**src/rtl/toaplan2_audio_pkg.sv**
```systemverilog
// Shared types and constants for the Toaplan 2 sound mixer.
// Holds the mix FSM states, the 4.4 gain format and the per-game default gain/pan settings.
package toaplan2_audio_pkg;

   typedef enum logic [1:0] {
      IDLE = 2'd0,
      ACC  = 2'd1,
      SAT  = 2'd2,
      OUT  = 2'd3
   } state_t;

   localparam logic [7:0] GAIN_UNITY = 8'h10;
   localparam int         GAIN_FRAC  = 4;

   // Truxton II: FM left/right on their own sides, OKI centred
   localparam logic [7:0] TRUXTON2_FM_GAIN  = 8'h10;
   localparam logic [7:0] TRUXTON2_OKI_GAIN = 8'h10;
   localparam logic [1:0] TRUXTON2_FM_L_PAN = 2'b01;
   localparam logic [1:0] TRUXTON2_FM_R_PAN = 2'b10;
   localparam logic [1:0] TRUXTON2_OKI_PAN  = 2'b11;

   // Gain plus the optional FX boost (level * 2), clamped to the largest 4.4 value
   function automatic logic [7:0] fx_gain(input logic [7:0] gain, input logic boost,
                                          input logic [1:0] level);
      logic [8:0] sum;
      sum = {1'b0, gain} + (boost ? {6'd0, level, 1'b0} : 9'd0);
      return sum[8] ? 8'hFF : sum[7:0];
   endfunction

endpackage

```
**src/rtl/toaplan2_audio_mixer_if.sv**
```systemverilog
// Sample bus between the sound chips/control logic (master) and the stereo mixer (slave).
interface toaplan2_audio_mixer_if #(
   parameter int NCH  = 4,
   parameter int W    = 16,
   parameter int WOUT = 16
);
   logic                   SAMPLE_IN;
   logic [NCH*W-1:0]       CH_IN;
   logic [NCH*8-1:0]       CH_GAIN;
   logic [NCH*2-1:0]       CH_PAN;
   logic [1:0]             FX_LEVEL;
   logic signed [WOUT-1:0] left;
   logic signed [WOUT-1:0] right;
   logic                   sample;
   logic                   busy;
   logic                   overrun;
   logic                   peak;

   modport master (
      output SAMPLE_IN, CH_IN, CH_GAIN, CH_PAN, FX_LEVEL,
      input  left, right, sample, busy, overrun, peak
   );

   modport slave (
      input  SAMPLE_IN, CH_IN, CH_GAIN, CH_PAN, FX_LEVEL,
      output left, right, sample, busy, overrun, peak
   );
endinterface

```
**src/rtl/toaplan2_audio_sat.sv**
```systemverilog
// Combinational signed narrower: clamps a WIN-bit value into WOUT bits and flags when it clamped.
module toaplan2_audio_sat #(
   parameter int WIN  = 27,
   parameter int WOUT = 16
) (
   input  logic signed [WIN-1:0]  din,
   output logic signed [WOUT-1:0] dout,
   output logic                   clip
);
   // In range exactly when every bit above the output sign bit matches it
   logic [WIN-WOUT:0] hi_bits;
   assign hi_bits = din[WIN-1:WOUT-1];

   always_comb begin
      clip = !((&hi_bits) || !(|hi_bits));
      dout = din[WOUT-1:0];
      if (clip) begin
         dout = din[WIN-1] ? {1'b1, {(WOUT-1){1'b0}}} : {1'b0, {(WOUT-1){1'b1}}};
      end
   end
endmodule

```
**src/rtl/toaplan2_audio_mixer.sv**
```systemverilog
// N-channel time-multiplexed stereo mixer: snapshot on SAMPLE_IN, one gain multiply per cycle,
// saturated stereo result with a sample pulse NCH+2 enabled cycles later and a held clip flag.
module toaplan2_audio_mixer
   import toaplan2_audio_pkg::*;
#(
   parameter int          NCH       = 4,
   parameter int          W         = 16,
   parameter int          WOUT      = 16,
   parameter logic [15:0] FX_MASK   = 16'h0002,
   parameter int          PEAK_HOLD = 1024
) (
   input logic                  CLK,
   input logic                  RESET,
   input logic                  CEN,
   toaplan2_audio_mixer_if.slave bus
);
   localparam int IDXW  = (NCH > 1) ? $clog2(NCH) : 1;
   localparam int ACCW  = W + 9 + $clog2(NCH);
   localparam int SATW  = ACCW - GAIN_FRAC;
   localparam int HOLDW = $clog2(PEAK_HOLD + 1);

   state_t                 state;
   logic [IDXW-1:0]        idx;
   logic signed [ACCW-1:0] acc_l, acc_r;
   logic [HOLDW-1:0]       hold_cnt;

   logic signed [W-1:0]    snap   [NCH];
   logic [7:0]             gain_s [NCH];
   logic [1:0]             pan_s  [NCH];

   logic signed [WOUT-1:0] l_reg, r_reg;
   logic                   sample_reg, busy_reg, overrun_reg, peak_reg;

   logic signed [W+8:0]    prod;
   logic signed [WOUT-1:0] sat_l, sat_r;
   logic                   clip_l, clip_r;

   // Gain is unsigned, so it enters the signed multiply with a zero sign bit
   assign prod = (W+9)'(snap[idx]) * (W+9)'($signed({1'b0, gain_s[idx]}));

   toaplan2_audio_sat #(.WIN(SATW), .WOUT(WOUT)) u_sat_l (
      .din  (acc_l[ACCW-1:GAIN_FRAC]),
      .dout (sat_l),
      .clip (clip_l)
   );

   toaplan2_audio_sat #(.WIN(SATW), .WOUT(WOUT)) u_sat_r (
      .din  (acc_r[ACCW-1:GAIN_FRAC]),
      .dout (sat_r),
      .clip (clip_r)
   );

   always_ff @(posedge CLK) begin
      if (CEN && state == IDLE && bus.SAMPLE_IN) begin
         for (int n = 0; n < NCH; n++) begin
            snap[n]   <= bus.CH_IN[n*W +: W];
            gain_s[n] <= fx_gain(bus.CH_GAIN[n*8 +: 8], FX_MASK[n], bus.FX_LEVEL);
            pan_s[n]  <= bus.CH_PAN[n*2 +: 2];
         end
      end
   end

   always_ff @(posedge CLK or posedge RESET) begin
      if (RESET) begin
         state       <= IDLE;
         idx         <= '0;
         acc_l       <= '0;
         acc_r       <= '0;
         hold_cnt    <= '0;
         l_reg       <= '0;
         r_reg       <= '0;
         sample_reg  <= 1'b0;
         busy_reg    <= 1'b0;
         overrun_reg <= 1'b0;
         peak_reg    <= 1'b0;
      end else if (CEN) begin
         overrun_reg <= bus.SAMPLE_IN && (state != IDLE);
         sample_reg  <= 1'b0;
         case (state)
            IDLE: begin
               if (bus.SAMPLE_IN) begin
                  acc_l    <= '0;
                  acc_r    <= '0;
                  idx      <= '0;
                  busy_reg <= 1'b1;
                  state    <= ACC;
               end
            end
            ACC: begin
               if (pan_s[idx][0]) acc_l <= acc_l + ACCW'(prod);
               if (pan_s[idx][1]) acc_r <= acc_r + ACCW'(prod);
               if (idx == IDXW'(NCH - 1)) state <= SAT;
               else                        idx   <= idx + IDXW'(1);
            end
            SAT: begin
               // Output registers load here so they are valid during the OUT cycle
               l_reg      <= sat_l;
               r_reg      <= sat_r;
               sample_reg <= 1'b1;
               busy_reg   <= 1'b0;
               if (clip_l || clip_r) begin
                  hold_cnt <= HOLDW'(PEAK_HOLD);
                  peak_reg <= 1'b1;
               end else if (hold_cnt != '0) begin
                  hold_cnt <= hold_cnt - HOLDW'(1);
                  if (hold_cnt == HOLDW'(1)) peak_reg <= 1'b0;
               end
               state <= OUT;
            end
            OUT:     state <= IDLE;
            default: state <= IDLE;
         endcase
      end
   end

   assign bus.left    = l_reg;
   assign bus.right   = r_reg;
   assign bus.sample  = sample_reg;
   assign bus.busy    = busy_reg;
   assign bus.overrun = overrun_reg;
   assign bus.peak    = peak_reg;
endmodule

```
**src/flat_wrapper.sv**
```systemverilog
// flat-port wrapper written by rule: the top's interface ports become plain ports
module toaplan2_audio_mixer_flat import toaplan2_audio_pkg::*;
#(
   parameter int          NCH       = 4,
   parameter int          W         = 16,
   parameter int          WOUT      = 16,
   parameter logic [15:0] FX_MASK   = 16'h0002,
   parameter int          PEAK_HOLD = 1024
)
  (CLK, RESET, CEN, bus_SAMPLE_IN, bus_CH_IN, bus_CH_GAIN, bus_CH_PAN, bus_FX_LEVEL, bus_left, bus_right, bus_sample, bus_busy, bus_overrun, bus_peak);
  toaplan2_audio_mixer_if #(.NCH(NCH), .W(W), .WOUT(WOUT)) bus_i ();
  input logic CLK;
  input logic RESET;
  input logic CEN;
  input wire logic [$bits(bus_i.SAMPLE_IN)-1:0] bus_SAMPLE_IN;
  input wire logic [$bits(bus_i.CH_IN)-1:0] bus_CH_IN;
  input wire logic [$bits(bus_i.CH_GAIN)-1:0] bus_CH_GAIN;
  input wire logic [$bits(bus_i.CH_PAN)-1:0] bus_CH_PAN;
  input wire logic [$bits(bus_i.FX_LEVEL)-1:0] bus_FX_LEVEL;
  output wire logic [$bits(bus_i.left)-1:0] bus_left;
  output wire logic [$bits(bus_i.right)-1:0] bus_right;
  output wire logic [$bits(bus_i.sample)-1:0] bus_sample;
  output wire logic [$bits(bus_i.busy)-1:0] bus_busy;
  output wire logic [$bits(bus_i.overrun)-1:0] bus_overrun;
  output wire logic [$bits(bus_i.peak)-1:0] bus_peak;
  assign bus_i.SAMPLE_IN = bus_SAMPLE_IN;
  assign bus_i.CH_IN = bus_CH_IN;
  assign bus_i.CH_GAIN = bus_CH_GAIN;
  assign bus_i.CH_PAN = bus_CH_PAN;
  assign bus_i.FX_LEVEL = bus_FX_LEVEL;
  assign bus_left = bus_i.left;
  assign bus_right = bus_i.right;
  assign bus_sample = bus_i.sample;
  assign bus_busy = bus_i.busy;
  assign bus_overrun = bus_i.overrun;
  assign bus_peak = bus_i.peak;
  toaplan2_audio_mixer #(.NCH(NCH), .W(W), .WOUT(WOUT), .FX_MASK(FX_MASK), .PEAK_HOLD(PEAK_HOLD)) u_core (.CLK(CLK), .RESET(RESET), .CEN(CEN), .bus(bus_i));
endmodule
```
**config.mk**
```make
export PLATFORM = sky130hd
export DESIGN_NAME = toaplan2_audio_mixer_flat
export DESIGN_NICKNAME = d
export VERILOG_FILES = /design/src/rtl/toaplan2_audio_pkg.sv /design/src/rtl/toaplan2_audio_mixer_if.sv /design/src/rtl/toaplan2_audio_sat.sv /design/src/rtl/toaplan2_audio_mixer.sv /design/src/flat_wrapper.sv
export SDC_FILE = /design/constraint.sdc
export NUM_CORES = 1
export LEC_CHECK = 0
export ABC_AREA = 1
export BUFFER_PORTS_ARGS = -buffer_cell sky130_fd_sc_hd__buf_2
export CAP_MARGIN = 30
export CORE_MARGIN = 5
export CORE_UTILIZATION = 55
export CTS_BUF_LIST = sky130_fd_sc_hd__clkbuf_4 sky130_fd_sc_hd__clkbuf_8
export DETAILED_ROUTE_END_ITERATION = 10
export PLACE_DENSITY = 0.85
export SYNTH_ARGS = -nofsm -noshare
export SYNTH_HDL_FRONTEND = slang
export SYNTH_SLANG_ARGS = --single-unit
```
**constraint.sdc**
```tcl
create_clock -name CLK -period 8.48 [get_ports CLK]
set_input_delay 0.848 -clock CLK [delete_from_list [all_inputs] [get_ports CLK]]
set_output_delay 0.848 -clock CLK [all_outputs]
set_load 0.05 [all_outputs]
```
==> summary.md, run 1 <==
| Metric | Value |
|---|---|
| Fillcell total | between 2,000 and 3,000 |
| Clk_skew | 0.0379 ns |
| Required @ worst endpoint | roughly 9 ns |
| Post-detailed-route wirelength per cell | approximately 17 um |
| Largest net degree at the start of global routing | just under 80 |
| Layout Area Growth over Synthesis | 11.2% |
| WS Path Type | flop to flop |
| # setup viols final | 0 |
| Reg clk slew, reported paths | ~0.06 ns |
| Rows | 63 |
| Register area share after synthesis | about a third |
| Post_cts resized | 0 |
| Slew Viols, Final | 0 |
| DRC viols | 0 |
| Max Fclk | roughly 130 MHz |
| Number of H-tree levels | 2 |
| Ys flop type | dfrtp_1 |
| Sink Count | 209 |
| Most numerous cell in the Yosys netlist | nand2_1 |
| Clk root buf | clkbuf_8 |
| Post-Route WL | 42,900 um |
| Post-synth top cells | nand2_1 (469), inv_1 (296), nor2_1 (204) |
| CTS tree | built |
| Share of layout cells above drive strength 1 | about an eighth |
| Critical path's most frequent cell | nand2_1 |
| Post-Synthesis Cells | between 1,500 and 2,000 |
| Post-route cell area | 18,300 um2 |
| Largest buffer count on any clock path | 3 |
| Die area | 33,500 um2 |
| Data arrival, critical path | between 8 and 9 ns |
| Post-route ant nets | 0 |
| Port Buf Inserts | 145 |
| Ranking of synthesized cells by area | edfxtp_1 (19%), dfrtp_1 (16%), fa_1 (13%) |
| Total CTS buffers | 36 |
| Max Cap Viol | 0 |
| Ys Warns | 0 |
| Crit path capture type | flop |
| Number of synthesized flops with an enable pin | about 100 |
| Synth area leader | edfxtp_1 |
| Yosys top cell area share | 19.0% |
| Largest register FFs | 64 |
| Fin nets | approximately 2,500 |
| Synth unique cells | 59 |
| CP max stage cell | xor2_1 |
| Post-CTS Setup Inserts | 0 |
| Worst min-delay path class | primary input to async pin |
| First-pass GRT wire length | 70,000 um |
| Syn Area/Cell | ~8.3 um2 |
| Syn Nets | about 2,300 |
| Number of global-route vias before repair | 14,300 |
| Initial antenna violation count | 0 |
| Synth Cell Area | about 16,000 um2 |
| RSZ-0062 raised after global routing | no |
| CP startpoint kind | flop |
| Max stage delay on crit path | between 0.5 and 0.6 ns |
| Status | completed |
| DP Wirelength | approximately 35,000 um |
| Initial core utilization | around 56% |
| Final setup TNS | 0 ns |
| Gr usage total | 25.7% |
| Die Ht | around 180 um |
| Relative slew slack | 37.6% |
| Core Footprint | 29,600 um2 |
| Async S/R FF share, synth | approximately 50% |
| Placed inst area | approximately 18,000 um2 |
| Pin slew with the least headroom to its limit | a little over 0.9 ns |
| Top flop regs | u_core.snap x64, u_core.gain_s x32 |
| Placer Congestion | 0.996 |
| # hold bufs at CTS | 0 |
| Initial DRC Count | roughly 1,000 |
| Final hold vios | 0 |
| TritonRoute pass-1 iters | 6 |
| Total gr overflow | 0 |
| Most flop-heavy register | u_core.snap |
| Total I/O pin count | approximately 150 |
| Via count | 14,100 |
| Crit Path Max Fanout | 24 |
| Synth Register Bits | ~210 |
| Worst skew pair latency | about 0.54 ns |
| Die X | 183 um |
| Number of diodes | 0 |
| Clock period minus worst slack | around 7.6 ns |
| Vias/cell | around 5.5 |
| Final Cycle Share | about nine tenths |
[layer usage]
layer  vias up  GRT usage (%)  part of all wire (%)
met5         -              0                     0
met4         0           11.1                   4.8
met3       117           3.71                   6.4
met2       518           44.5                    49
met1      6642           32.2                    40
li1       6826              -                     -
[stage by stage]
step / setup slack [ns] / std cells / hold WS [ns] / utilization [%]
detailed placement: 0.939 / 2494 / 0.472 / 59.5
global placement: 0.944 / 2493 / 0.464 / 59.4
finish: 0.866 / 2556 / 0.322 / 61.9
floorplan: 2.28 / 1982 / 0.451 / -
global route: 0.419 / 2556 / 0.323 / 61.9
CTS: 0.953 / 2555 / 0.301 / 61.9
[worst max-delay path: cells and delay by family (launching register included)]
family	cells	cell delay, ns
adder cells (fa/ha/maj)	6	2.81
AO/OA/AOI/OAI	8	1.84
XOR/XNOR	1	0.57
buffers and inverters	5	0.85
AND/OR/NAND/NOR	9	1.00
flip-flops	1	0.46
[cell type report]
| class | instances | area (um2) | share of cell area, % |
|---|---|---|---|
| multi-input cells | 1425 | 9320 | 50.9 |
| flip-flops and latches | 209 | 5750 | 31.4 |
| inverters | 306 | 1160 | 6.32 |
| repair buffers | 165 | 896 | 4.89 |
| clock buffers | 50 | 632 | 3.45 |
| well taps | 390 | 488 | 2.66 |
| clock inverters | 11 | 72.6 | 0.396 |
[cells by family after synthesis]
group	synth area share, %
simple gates	20.0
compound gates	13.5
flops	34.9
fa+ha+maj	21.4
buf+inv	8.48
xor+xnor	1.65
[worst paths after layout]
path,from,endpoint,slack (ns),cells after the start
setup / recovery,u_core.idx[1]$_DFFE_PP0P_,u_core.acc_r[21]$_DFFE_PP0P_,0.87,29
hold / removal,RESET,u_core.bus.overrun$_DFFE_PP0P_,0.32,2
setup reg to reg,u_core.idx[1]$_DFFE_PP0P_,u_core.acc_r[21]$_DFFE_PP0P_,0.87,29
hold reg to reg,u_core.bus.right[15]$_DFFE_PP0P_,u_core.bus.right[15]$_DFFE_PP0P_,0.48,2
max in group asynchronous,RESET,u_core.bus.left[8]$_DFFE_PP0P_,7.29,4
min in group CLK,u_core.bus.right[15]$_DFFE_PP0P_,u_core.bus.right[15]$_DFFE_PP0P_,0.48,2
[placed cells by master, fill, tap and decap left out, drive strengths merged, types with 67 or more instances in the layout]
cell type	Yosys	final
nand2	473	473
a21oi	145	145
buf	37	165
fa	105	105
nand3	67	67
dfrtp	105	105
inv	305	304
o21ai	122	122
nor2	207	207
ha	114	114
edfxtp	104	104
Power of run 1 is not shown: default switching activity piles up to over one toggle a cycle in this logic, so the estimate is an artifact.
==> inputs of run 2 (changes only) <==
- GPL_TIMING_DRIVEN: unset -> 0
==> run 2 against run 1 <==
  * Hold slack better by 0.029 ns
  * Setup slack got worse by 0.21 ns
  * Clock skew fell by 0.024 ns
  * Count of clock-buffer cells in the layout fell by 2
  * Cell area grew 1.1%
  * Register-to-register slack worse by 0.21 ns
  * Flip-flop and latch count is the same
  * Critical path type unchanged
==> summary.md, run 2 (same netlist as run 1, synthesis figures left out) <==
| Metric | Value |
|---|---|
| Max Cap Viol | 0 (unchanged) |
| Initial DRC Count | 902 (-11%) |
| Status | completed |
| Number of diodes | 0 (unchanged) |
| Die X | 183 um (unchanged) |
| Relative slew slack | 52.3% (+15 points) |
| Post-detailed-route wirelength per cell | 16.7 um (-0.77%) |
| RSZ-0062 raised after global routing | no |
| Initial core utilization | 55.7% (unchanged) |
| Reg2reg start | u_core.idx[0]$_DFFE_PP0P_ |
| Number of H-tree levels | 2 (unchanged) |
| Largest net degree at the start of global routing | 70 (-11%) |
| Pin slew with the least headroom to its limit | 0.710 ns (-0.226 ns) |
| # hold bufs at CTS | 0 (unchanged) |
| Largest buffer count on any clock path | 3 (unchanged) |
| Core Footprint | 29,600 um2 (unchanged) |
| Post-route insts no fill | 2,582 (+1.0%) |
| Final hold vios | 0 (unchanged) |
| Most flop-heavy register | u_core.snap |
| Fin nets | 2,496 (+0.97%) |
| Crit Path Max Fanout | 10 (-58%) |
| Post_cts resized | 0 (unchanged) |
| Post-Route WL | 43,000 um (+0.24%) |
| Share of layout cells above drive strength 1 | 13.0% (+0.63 points) |
| Placed insts | 2,519 (+1.0%) |
| Die area | 33,500 um2 (unchanged) |
| Fillcell total | 2,559 (+1.3%) |
| Reg clk slew, reported paths | 0.06 ns (about the same) |
| CP max stage cell | fa_1 |
| Reg-to-reg slack, setup | 0.66 ns (-0.21 ns) |
| Max Fclk | 128 MHz (-2.7%) |
| Post-CTS Setup Inserts | 0 (unchanged) |
| Port Buf Inserts | 145 (unchanged) |
| CP startpoint kind | flop |
| CTS tree | built |
| R2R depth | 29 (unchanged) |
| Crit path capture type | flop |
| Gr usage total | 25.6% (-0.12 points) |
| Worst min-delay path class | primary input to async pin |
| Required @ worst endpoint | 8.90 ns (-0.03 ns) |
| Slew Viols, Final | 0 (unchanged) |
| Largest register FFs | 64 (unchanged) |
| Number of global-route vias before repair | 14,300 (-0.48%) |
| Die Ht | 183 um (unchanged) |
| Max stage delay on crit path | 0.74 ns (+0.17 ns) |
| WS Path Type | flop to flop |
| Total CTS buffers | 36 (unchanged) |
| DRC viols | 0 (unchanged) |
| Clock period minus worst slack | 7.82 ns (+0.209 ns) |
| Total gr overflow | 0 (unchanged) |
| # setup viols final | 0 (unchanged) |
| Worst skew pair latency | 0.54 ns (about the same) |
| Top flop regs | u_core.snap x64, u_core.gain_s x32 |
| Rows | 63 (unchanged) |
| Layout Area Growth over Synthesis | 12.4% |
| Clk_skew | 0.0144 ns (-0.0235 ns) |
| Initial antenna violation count | 0 (unchanged) |
| Commonest non-fill, non-tap cell in the layout | nand2_1 |
| DP Wirelength | 35,200 um (+1.0%) |
| Data arrival, critical path | 8.25 ns (+0.18 ns) |
| Vias/cell | 5.50 (-0.39%) |
| Final setup TNS | 0 ns (unchanged) |
| Post-route ant nets | 0 (unchanged) |
| Clk root buf | clkbuf_8 |
| Sink Count | 209 (unchanged) |
| Most frequent cells in the layout | nand2_1 (469), inv_1 (294), nor2_1 (204) |
| Placer Congestion | 0.993 (-0.24%) |
| First-pass GRT wire length | 69,600 um (-0.59%) |
| Via count | 14,200 (+0.62%) |
| R2r endpoint | u_core.acc_l[26]$_DFFE_PP0P_ |
| Critical path's most frequent cell | nand2_1 |
| Total I/O pin count | 146 (unchanged) |
| Final Cycle Share | 92.2% (+2.5 points) |
| TritonRoute pass-1 iters | 9 (+3) |
[run 2: cell count changes in the layout (fill, tap and decap cells not counted), sizes merged]
cell,delta
buf,+19
inv,+1
bufinv,+3
clkbuf,+3
[run 2: through the flow]
step           hold slack (ns)  util (%)  worst slack, ns  instance area (um2)
2_1_floorplan            0.451         -             2.28                16500
3_3_place_gp             0.463      59.8            0.786                17700
3_5_place_dp             0.473      60.0            0.628                17700
4_1_cts                  0.345      62.6            0.633                18500
5_1_grt                  0.364      62.6            0.200                18500
6_report                 0.351      62.6            0.657                18500
[run 2: area by class of cell]
class	instances	area, um2	share of cell area [%]
multi-input combinational	1425	9320	50.3
sequential	209	5750	31.1
inverter	306	1160	6.26
timing repair buffer	147	781	4.22
clock buffer	48	623	3.37
tap	390	488	2.64
buffer	42	243	1.31
clock inverter	15	151	0.818
[run 2: per-layer routing]
metal / wire (um) / vias to the layer above / GRT usage, %
met1: 17800 / 6745 / 31.8
met5: 0 / - / 0
li1: - / 6870 / -
met2: 20800 / 470 / 44.7
met4: 1910 / 0 / 11.0
met3: 2440 / 106 / 3.65
[run 2: critical path: cells and delay by family, from the launching register on]
kind,cells,cell delay [ns]
AO/OA/AOI/OAI,2,0.72
XOR/XNOR,1,0.33
adder cells (fa/ha/maj),6,2.94
buffers and inverters,6,0.99
flip-flops,1,0.38
AND/OR/NAND/NOR,14,2.36
[run 2: worst max-delay path by stage]
stage,start,end,slack (ns),cells past startpoint
2_1_floorplan,u_core.idx[0]$_DFFE_PP0P_,u_core.acc_l[26]$_DFFE_PP0P_,2.28,31
3_3_place_gp,u_core.idx[0]$_DFFE_PP0P_,u_core.acc_l[26]$_DFFE_PP0P_,0.79,29
3_5_place_dp,u_core.idx[0]$_DFFE_PP0P_,u_core.acc_l[26]$_DFFE_PP0P_,0.63,29
4_1_cts,u_core.idx[0]$_DFFE_PP0P_,u_core.acc_l[26]$_DFFE_PP0P_,0.63,29
5_1_grt,u_core.idx[0]$_DFFE_PP0P_,u_core.acc_r[25]$_DFFE_PP0P_,0.20,29
6_report,u_core.idx[0]$_DFFE_PP0P_,u_core.acc_l[26]$_DFFE_PP0P_,0.66,29
Power of run 2 is left out for the same reason.
==> inputs of run 3 (changes only) <==
- PLACE_DENSITY: 0.85 -> unset
- PLACE_DENSITY_LB_ADDON: unset -> 0.1
==> run 3 against run 2 <==
  * Sequential share of layout area hardly changed
  * Utilization shrank 0.064 points
  * Flip-flop and latch count unchanged
  * Via count fell by 1.9%
  * Critical path depth is the same
  * Clock skew is 0.025 ns higher
  * Final cell count about the same
  * Hold slack better by 0.045 ns
  * Cell area shrank 0.10%
  * Non-clock buffer count unchanged
  * Register-to-register slack worse by 0.08 ns
==> summary.md, run 3 (same netlist as run 1, synthesis figures left out) <==
| Metric | Value |
|---|---|
| Clk_skew | 0.0390 ns (+0.0246 ns) |
| R2r endpoint | u_core.acc_l[26]$_DFFE_PP0P_ |
| Final setup TNS | 0 ns (unchanged) |
| Die area | 33,500 um2 (unchanged) |
| Initial antenna violation count | 2 (+2) |
| WL met3 | 2300 um (-5.7%) |
| Register area | 5750 um2 (unchanged) |
| Share of layout cells above drive strength 1 | 13.3% (+0.22 points) |
| Critical Path End | u_core.acc_l[26]$_DFFE_PP0P_ |
| Worst skew pair latency | 0.54 ns (about the same) |
| Layout Area Growth over Synthesis | 12.3% |
| Max Fclk | 127 MHz (-0.96%) |
| Beginning of the critical path | u_core.idx[0]$_DFFE_PP0P_ |
| Data arrival, critical path | 8.32 ns (+0.07 ns) |
| Most flop-heavy register | u_core.snap |
| Commonest non-fill, non-tap cell in the layout | nand2_1 |
| Initial core utilization | 55.7% (unchanged) |
| Post-Route WL | 42,100 um (-2.2%) |
| Relative slew slack | 52.3% (about the same) |
| Largest net degree at the start of global routing | 62 (-11%) |
| Final hold slack | 0.396 ns (+0.0447 ns) |
| CTS tree | built |
| Pin slew with the least headroom to its limit | 0.715 ns (+0.00539 ns) |
| Core Footprint | 29,600 um2 (unchanged) |
| Clk root buf | clkbuf_8 |
| Initial DRC Count | 806 (-11%) |
| Reg-to-reg slack, setup | 0.58 ns (-0.08 ns) |
| Fin nets | 2,496 (unchanged) |
| Post-route ant nets | 0 (unchanged) |
| Final hold vios | 0 (unchanged) |
| Port Buf Inserts | 145 (unchanged) |
| WS Path Type | flop to flop |
| # setup viols final | 0 (unchanged) |
| Total I/O pin count | 146 (unchanged) |
| Total CTS buffers | 36 (unchanged) |
| Max stage delay on crit path | 0.77 ns (+0.03 ns) |
| Fillcell total | 2,693 (+5.2%) |
| Post-layout util | 62.6% (-0.064 points) |
| Largest buffer count on any clock path | 3 (unchanged) |
| DR top layer | met5 |
| Crit path capture type | flop |
| Via count | 13,900 (-1.9%) |
| Most frequent cells in the layout | nand2_1 (469), inv_1 (294), nor2_1 (204) |
| Sink Count | 209 (unchanged) |
| RSZ-0062 raised after global routing | no |
| Placer Congestion | 1.00 (+0.73%) |
| Worst min-delay path class | primary input to async pin |
| Post_cts resized | 0 (unchanged) |
| # hold bufs at CTS | 0 (unchanged) |
| Required @ worst endpoint | 8.90 ns (about the same) |
| Die X | 183 um (unchanged) |
| Pre-CTS setup slack | 0.642 ns (+0.0136 ns) |
| TritonRoute pass-1 iters | 5 (-4) |
| CP max stage cell | fa_1 |
| Top flop regs | u_core.snap x64, u_core.gain_s x32 |
| Number of H-tree levels | 2 (unchanged) |
| Slew Viols, Final | 0 (unchanged) |
| Final Cycle Share | 93.1% (+0.89 points) |
| Rows | 63 (unchanged) |
| Number of global-route vias before repair | 14,200 (-0.58%) |
| Die Ht | 183 um (unchanged) |
| Metal2 WL | 19,800 um (-5.0%) |
| Reg clk slew, reported paths | 0.06 ns (about the same) |
| CP startpoint kind | flop |
| Status | completed |
| Critical path's most frequent cell | nand2_1 |
| R2R depth | 29 (unchanged) |
| Multi-input gate area | 9320 um2 (unchanged) |
| Crit Path Max Fanout | 10 (unchanged) |
| Max Cap Viol | 0 (unchanged) |
| Post-CTS Setup Inserts | 0 (unchanged) |
| Total gr overflow | 0 (unchanged) |
| DP Wirelength | 34,600 um (-1.5%) |
| Reg2reg start | u_core.idx[0]$_DFFE_PP0P_ |
| Final setup margin | 0.582 ns (-0.0758 ns) |
| Largest register FFs | 64 (unchanged) |
| First-pass GRT wire length | 69,400 um (-0.33%) |
| Clock period minus worst slack | 7.90 ns (+0.0758 ns) |
| DRC viols | 0 (unchanged) |
| M1 wire length | 17,900 um (+0.19%) |
| Post-detailed-route wirelength per cell | 16.3 um (-2.2%) |
| Gr usage total | 25.5% (-0.095 points) |
| Vias/cell | 5.39 (-2.0%) |
run 3: cell count changes in the layout (fill, tap and decap cells not counted), sizes merged:
cell	previous run	this run
bufinv	3	1
clkbuf	53	58
clkinv	11	9
diode	0	1
run 3: how the worst min path moves through the flow:
stage,to,slack (ns),cells past startpoint
CTS,u_core.idx[0]$_DFFE_PP0P_,0.39,2
floorplan,u_core.hold_cnt[10]$_DFFE_PP0P_,0.45,2
global placement,u_core.bus.peak$_DFFE_PP0P_,0.46,2
global route,u_core.idx[1]$_DFFE_PP0P_,0.43,2
detailed placement,u_core.bus.peak$_DFFE_PP0P_,0.47,2
finish,u_core.idx[1]$_DFFE_PP0P_,0.40,2
run 3: cell type report:
class / instances / share of cell area (%)
Antenna cell: 1 / 0.0135
Buffer: 42 / 1.31
Clock buffer: 53 / 3.61
Clock inverter: 11 / 0.467
Inverter: 306 / 6.27
Multi-Input combinational cell: 1425 / 50.4
Sequential cell: 209 / 31.1
Tap cell: 390 / 2.64
Timing Repair Buffer: 147 / 4.22
run 3: per-layer routing:
metal  vias up  GRT usage, %
met4         2          11.2
li1       6881             -
met5         -             0
met3       118          3.51
met2       413          43.7
met1      6508          32.3
run 3: per-stage QoR:
step                      area (um2)  cells
final                          18500   2584
after global routing           18500   2584
after CTS                      18500   2583
after detailed placement       17700   2519
after global placement         17700   2517
after floorplan                16500   1982
run 3: critical path: cells and delay by family (launching register included):
family / cells / cell delay [ns]
adders and majority gates: 6 / 3.03
xor gates and xnor gates: 1 / 0.36
DFF: 1 / 0.38
buffers and inverters: 6 / 1.04
and+or+nand+nor: 14 / 2.27
AOI/OAI and AO/OA: 2 / 0.70
Power of run 3 is left out for the same reason.
